--- config.mk ---
export PLATFORM = sky130hd
export DESIGN_NAME = priority_interrupt_controller_flat
export DESIGN_NICKNAME = d
export VERILOG_FILES = /design/src/rtl/priority_interrupt_controller_if.sv /design/src/rtl/priority_interrupt_controller.sv /design/src/flat_wrapper.sv
export SDC_FILE = /design/constraint.sdc
export NUM_CORES = 1
export LEC_CHECK = 0
export ABC_AREA = 1
export BUFFER_PORTS_ARGS = -buffer_cell sky130_fd_sc_hd__buf_2
export CORE_ASPECT_RATIO = 1.2
export CORE_MARGIN = 4
export CORE_UTILIZATION = 45
export DETAILED_ROUTE_END_ITERATION = 8
export PLACE_DENSITY = 0.78
export SYNTH_ARGS = -nofsm -noshare
export SYNTH_HDL_FRONTEND = slang
export SYNTH_SLANG_ARGS = --single-unit
--- constraint.sdc ---
create_clock -name clk -period 3.1 [get_ports clk]
set_clock_uncertainty 0.05 [all_clocks]
set_input_delay 0.155 -clock clk [delete_from_list [all_inputs] [get_ports clk]]
set_output_delay 0.155 -clock clk [all_outputs]
set_load 0.05 [all_outputs]
--- src/rtl/priority_interrupt_controller_if.sv ---
// priority_interrupt_controller_if: request/grant bus between interrupt sources and the controller
interface priority_interrupt_controller_if;
  logic       EN;
  logic [3:0] irq;
  logic [3:0] mask;
  logic       ack;
  logic [1:0] Y;
  logic       Valid;
  logic [3:0] pending;
  logic       timeout;
  modport master (output EN, irq, mask, ack, input Y, Valid, pending, timeout);
  modport slave  (input EN, irq, mask, ack, output Y, Valid, pending, timeout);
endinterface

--- src/rtl/priority_interrupt_controller.sv ---
// priority_interrupt_controller: 4-line edge-latched interrupt arbiter with ack/timeout release
module priority_interrupt_controller #(
  parameter int TIMEOUT = 15
) (
  input logic clk,
  input logic rst,
  priority_interrupt_controller_if.slave bus
);
  typedef enum logic {IDLE, GRANT} state_t;
  localparam logic [7:0] LIM = 8'(TIMEOUT - 1);
  state_t     state_q, state_d;
  logic [1:0] y_q, y_d;
  logic       valid_q, valid_d, to_q, to_d, to_hit;
  logic [3:0] pend_q, pend_d, irq_q, rise, cand, clr;
  logic [7:0] cnt_q, cnt_d;
  // next-state: latch rising edges, pick highest unmasked line in IDLE, release on EN drop/ack/timeout
  always_comb begin
    rise    = bus.irq & ~irq_q;
    cand    = pend_q & ~bus.mask;
    to_hit  = (TIMEOUT != 0) && (cnt_q == LIM);
    state_d = state_q;
    y_d     = y_q;
    valid_d = valid_q;
    cnt_d   = cnt_q;
    to_d    = 1'b0;
    clr     = 4'b0000;
    if (state_q == IDLE) begin
      if (bus.EN && cand != 4'b0000) begin
        state_d = GRANT;
        valid_d = 1'b1;
        cnt_d   = 8'd0;
        y_d     = cand[3] ? 2'd3 : cand[2] ? 2'd2 : cand[1] ? 2'd1 : 2'd0;
      end
    end else if (!bus.EN || bus.ack || to_hit) begin
      state_d = IDLE;
      valid_d = 1'b0;
      y_d     = 2'd0;
      cnt_d   = 8'd0;
      clr     = bus.EN ? (4'b0001 << y_q) : 4'b0000;
      to_d    = bus.EN && !bus.ack;
    end else begin
      cnt_d = cnt_q + 8'd1;
    end
    pend_d = (pend_q & ~clr) | rise;
  end
  // state and registered outputs
  always_ff @(posedge clk or posedge rst) begin
    if (rst) begin
      state_q <= IDLE;
      y_q     <= 2'd0;
      valid_q <= 1'b0;
      to_q    <= 1'b0;
      pend_q  <= 4'b0000;
      irq_q   <= 4'b0000;
      cnt_q   <= 8'd0;
    end else begin
      state_q <= state_d;
      y_q     <= y_d;
      valid_q <= valid_d;
      to_q    <= to_d;
      pend_q  <= pend_d;
      irq_q   <= bus.irq;
      cnt_q   <= cnt_d;
    end
  end
  assign bus.Y       = y_q;
  assign bus.Valid   = valid_q;
  assign bus.pending = pend_q;
  assign bus.timeout = to_q;
endmodule

--- src/flat_wrapper.sv ---
// flat-port wrapper written by rule: the top's interface ports become plain ports
module priority_interrupt_controller_flat 
#(
  parameter int TIMEOUT = 15
)
  (clk, rst, bus_EN, bus_irq, bus_mask, bus_ack, bus_Y, bus_Valid, bus_pending, bus_timeout);
  priority_interrupt_controller_if bus_i ();
  input logic clk;
  input logic rst;
  input wire logic [$bits(bus_i.EN)-1:0] bus_EN;
  input wire logic [$bits(bus_i.irq)-1:0] bus_irq;
  input wire logic [$bits(bus_i.mask)-1:0] bus_mask;
  input wire logic [$bits(bus_i.ack)-1:0] bus_ack;
  output wire logic [$bits(bus_i.Y)-1:0] bus_Y;
  output wire logic [$bits(bus_i.Valid)-1:0] bus_Valid;
  output wire logic [$bits(bus_i.pending)-1:0] bus_pending;
  output wire logic [$bits(bus_i.timeout)-1:0] bus_timeout;
  assign bus_i.EN = bus_EN;
  assign bus_i.irq = bus_irq;
  assign bus_i.mask = bus_mask;
  assign bus_i.ack = bus_ack;
  assign bus_Y = bus_i.Y;
  assign bus_Valid = bus_i.Valid;
  assign bus_pending = bus_i.pending;
  assign bus_timeout = bus_i.timeout;
  priority_interrupt_controller #(.TIMEOUT(TIMEOUT)) u_core (.clk(clk), .rst(rst), .bus(bus_i));
endmodule
# Word-level counts from Yosys, hierarchy flattened
# Cells that the tools add are included.
# Widths: inputs -> output; s select.
# word_totals
elab_cells,47
in_bits,12
out_inout_bits,8
regBits,21
# classes
n_shift,1
n_reduce_logical,9
n_eq_ne,2
bitwise,7
n_addsub,1
muxes,20
# ops
cell,count
$mux 8,3
$and 4x4->4,3
$mux 4,3
$not 4->4,3
$mux 2,5
$mux 1,9
$add 8x1->8 const B,1
$eq 8x4->1 const B,1
$or 4x4->4,1
$reduce_bool 4->1,1
$shl 1x2->4 const A,1
$logic_and 1x1->1,2
$logic_not 1->1,2
$logic_or 1x1->1,2
$ne 2x2->1 const B,1
$reduce_and 2->1,1
$reduce_bool 2->1,1

# Longest topological paths before layout
# logic_depth
ltp_word,8
ltp_mapped,9
depth_no_buf,9

# Worst setup path after synthesis
# OpenSTA, ideal clock, no wires.
# synth_timing
kind,reg-to-reg
from,register u_core.pend_q[3] (netlist: u_core.bus.pending[3])
to,register u_core.valid_q (netlist: u_core.bus.Valid)
path_slack_ps,1712
path_buffers,0
synth_period_minus_slack_ps,1388
setup_time_ps,123
t_required_ps,2927
stages_incl_launch_ff,8
t_arrival_ps,1215
cell_sequence,dfrtp_1 nand2_1 nand2_1 inv_1 nand2_1 nand3_1 nand3_1 nand2_1
# synth_via
elab_chain_len,5
# synth_rtl
item,line_no,text
from (decl),priority_interrupt_controller.sv:14,"logic [3:0] pend_q, pend_d, irq_q, rise, cand, clr;"
from (signal assigned),priority_interrupt_controller.sv:61,pend_q <= pend_d;
$and 4x4->4,priority_interrupt_controller.sv:19,cand = pend_q & ~bus.mask;
$reduce_bool 4->1,priority_interrupt_controller.sv:28,if (bus.EN && cand != 4'b0000) begin
$logic_and 1x1->1,priority_interrupt_controller.sv:28,
$reduce_bool 2->1 (no source line),-,
$reduce_and 2->1 (no source line),-,
to (signal assigned),priority_interrupt_controller.sv:59,valid_q <= valid_d;
to (decl),priority_interrupt_controller.sv:13,"logic valid_q, valid_d, to_q, to_d, to_hit;"
# Every way passes these cells.
# A chain may end at the register's enable or synchronous reset.

# Worst setup path after layout
# layout_timing
from,register u_core.cnt_q[0]
to,register u_core.pend_q[2] (netlist: u_core.bus.pending[2])
# layout_via
elab_chain_len,7
# layout_rtl
item,line_no,text
from (decl),priority_interrupt_controller.sv:15,"logic [7:0] cnt_q, cnt_d;"
from (signal assigned),priority_interrupt_controller.sv:63,cnt_q <= cnt_d;
$eq 8x4->1,priority_interrupt_controller.sv:20,to_hit = (TIMEOUT != 0) && (cnt_q == LIM);
$logic_or 1x1->1,priority_interrupt_controller.sv:34,end else if (!bus.EN || bus.ack || to_hit) begin
$mux 4,priority_interrupt_controller.sv:34,
$mux 4,priority_interrupt_controller.sv:27,if (state_q == IDLE) begin
$not 4->4,priority_interrupt_controller.sv:44,pend_d = (pend_q & ~clr) | rise;
$and 4x4->4,priority_interrupt_controller.sv:44,
$or 4x4->4,priority_interrupt_controller.sv:44,
net u_core.pend_d[2],priority_interrupt_controller.sv:14,
# The timed path passes the listed nets, and every way through them passes these cells.

==> results.md <==
- Vias in the first global route: 916
- Cts hold-fix bufs: 5
- Final Hold Viols: 0
- Final Total Pwr: 0.000615 W
- Clock share of power: 21.6%
- Synth Register Bits: 21
- Final cell count without fillers: 192
- Switch share: 36.9%
- GR Overflow Total: 0
- Post-CTS Setup Inserts: 0
- Synth cell types: 17
- GR peak layer: met2
- Worst Hold Class: in2reg
- Worst path required time: 3.25 ns
- GRT Util Overall: 15.6%
- Post-DP HPWL: 1.70 mm
- Setup Total Neg Slack: 0 ns
- Met3 GRT Util: 3.15%
- Drt drc: 0
- Largest net degree at the start of global routing: 22
- Area growth from synthesis to layout: 19.9%
- ANT cells: 0
- Port Buffers: 19
- Initial Util: 49.4%
- Worst hold margin: 0.128 ns
- Worst Setup Start Kind: register
- Initial antenna violation count: 0
- Pins Over Slew Limit: 0
- Clock sinks: 21
- TritonCTS clock tree: done
- Vias: 940
- Number of CTS-inserted buffers: 3
- Drt wl/cell: 11.5 um
- Mapped Area: 0.00106 mm2
- Leak pwr: 0.687 nW
- Chip Height: 61.1 um
- RSZ-0062 raised after global routing: no
- Post-route ant nets: 0
- Kind of critical path: reg2reg
- Slew HR: 48.6%
- Final setup fails: 0
- CP max FO: 4
- Fin crit share: 47.0%
- Clock slew at reported path FFs: 0.12 ns
- Multi-input combinational cell area: 448 um2
- Starting DRT DRC Count: 29
- Worst slew pin tran: 0.770 ns
- DIE WIDTH: 52.2 um
- Share of cells above drive strength 1: 21.0%
- Max-cap viol count: 0
- Met2 GRT Util: 25.7%
- Syn_area_per_cell: 7.88 um2
- Htree depth: 1
- Synthesis Warnings: 0
- Core area: 0.00214 mm2
- CTS Root Cell: clkbuf_4
- Via/cell ratio: 4.90
- IO Pins: 20
- Switching Power: 0.000227 W
- Initial DRT Pass Iterations: 4
- Combinational share of power: 26.8%
- Fill cell count: 197
- RePlAce Congestion: 0.828
- Seq pwr share: 51.6%
- Cell count after placement: 183
- Register area: 526 um2
- Fin nets: 177
- Die area: 0.00319 mm2
- Total wire length: 2.20 mm
- Min Tclk post-route: 1.46 ns
- Setup crit end kind: register
- GR Util met1: 19.2%
- Rows: 18
- Pwr/cell area: 486 mW/mm2
- Seq/Total Area, Yosys: 49.8%
- Clock Tree Buf Depth: 2
- Post-Syn Instances: 134
- Worst vdd ir: 0.373 mV
- CP arrival: 1.61 ns
- First-pass GRT wire length: 3.66 mm
- Run status: completed
- Highest clock rate: 686 MHz
- Internal Power: 0.000388 W
- Syn nets: 148
- Post_cts resized: 0
- Clock Latency Late Sink: 0.31 ns
-- cells by family after synthesis --
logic type	Yosys count	share of synthesized area, %
adders and majority gates	2	2.37
buffers and inverters	22	7.82
xor gates and xnor gates	2	1.66
and+or+nand+nor	74	31.6
DFF	21	49.8
AOI/OAI and AO/OA	13	6.75
-- synth_stat cells --
| master | number | area, um2 |
|---|---|---|
| a21oi_1 | 1 | 5.00 |
| nor2_1 | 6 | 22.5 |
| o21ai_1 | 10 | 50.1 |
| nand2_1 | 45 | 169 |
| ha_1 | 2 | 25.0 |
| nand3_1 | 14 | 70.1 |
| nand2_2 | 1 | 6.26 |
| nor3_1 | 1 | 5.00 |
| inv_1 | 20 | 75.1 |
| dfrtp_1 | 21 | 526 |
| nor2_2 | 3 | 18.8 |
| xor2_1 | 2 | 17.5 |
| inv_2 | 2 | 7.51 |
| nand3_2 | 2 | 20.0 |
| nor2_4 | 2 | 22.5 |
| o21bai_1 | 1 | 7.51 |
| a31o_2 | 1 | 8.76 |
-- cells in the final DEF, fill, tap and decap left out --
master | Yosys | final
xor2_1 | 2 | 2
nor2_2 | 3 | 3
dfrtp_1 | 21 | 21
nor3_1 | 1 | 1
nand2_1 | 45 | 45
nor2_4 | 2 | 2
inv_1 | 20 | 20
nand2_2 | 1 | 1
clkbuf_4 | 0 | 3
dlygate4sd3_1 | 0 | 5
nor2_1 | 6 | 6
buf_2 | 0 | 19
a31o_2 | 1 | 1
nand3_1 | 14 | 14
ha_1 | 2 | 2
nand3_2 | 2 | 2
o21bai_1 | 1 | 1
inv_2 | 2 | 2
a21oi_1 | 1 | 1
clkinv_2 | 0 | 1
o21ai_1 | 10 | 10
-- state kept, by name, indices dropped and copies added (netlist names) --
| name | cells |
|---|---|
| u_core.irq_q | 4 |
| u_core.bus.timeout | 1 |
| u_core.cnt_q | 8 |
| u_core.bus.Y | 2 |
| u_core.state_q | 1 |
| u_core.bus.Valid | 1 |
| u_core.bus.pending | 4 |
-- power by group through the flow --
stage	Combinational, W	Clock [W]	Sequential, W
after floorplan	0.0000580	0	0.000379
after global placement	0.000158	0	0.000321
after detailed placement	0.000161	0	0.000323
after CTS	0.000166	0.000136	0.000317
after global routing	0.000179	0.000146	0.000321
final	0.000165	0.000133	0.000318
-- routing by layer --
layer	routed length (um)	share of wire [%]
met4	38	1.7
met5	0	0
met1	923	42
met3	136	6.2
met2	1110	50
-- path summary, 6_finish.rpt --
check	start	to	slack, ns	cells after the start
setup / recovery	u_core.cnt_q[0]$_DFFE_PP0P_	u_core.bus.pending[2]$_DFF_PP0_	1.64	7
hold / removal	bus_ack	u_core.bus.timeout$_DFF_PP0_	0.13	4
setup reg to reg	u_core.cnt_q[0]$_DFFE_PP0P_	u_core.bus.pending[2]$_DFF_PP0_	1.64	7
hold reg to reg	u_core.irq_q[1]$_DFF_PP0_	u_core.bus.pending[1]$_DFF_PP0_	0.43	3
max in group asynchronous	rst	u_core.irq_q[3]$_DFF_PP0_	2.06	3
min in group asynchronous	rst	u_core.bus.Y[1]$_DFFE_PP0P_	0.45	3
-- through the flow --
step	utilization [%]	instance area (um2)	setup slack (ns)
after floorplan	-	1060	1.71
after global placement	55.6	1190	1.76
after detailed placement	55.6	1190	1.69
after CTS	59.2	1270	1.66
after global routing	59.2	1270	1.55
final	59.2	1270	1.64
-- layout make-up --
cell class,instances,share of cell area [%]
clock buffers,3,1.78
clock inverters,1,0.395
inverters,22,6.52
multi-input cells,91,35.4
flip-flops and latches,21,41.5
well taps,30,2.96
repair buffers,24,11.5
-- worst max-delay path, stage by stage (launching register included) --
cell and delay (ns):
dfrtp_1 0.43, inv_1 0.11, ha_1 0.17, nand3_2 0.13, nor2_4 0.18, nor2_2 0.08, o21ai_1 0.14, nand2_1 0.06
Power figures use the tool's default switching activity.
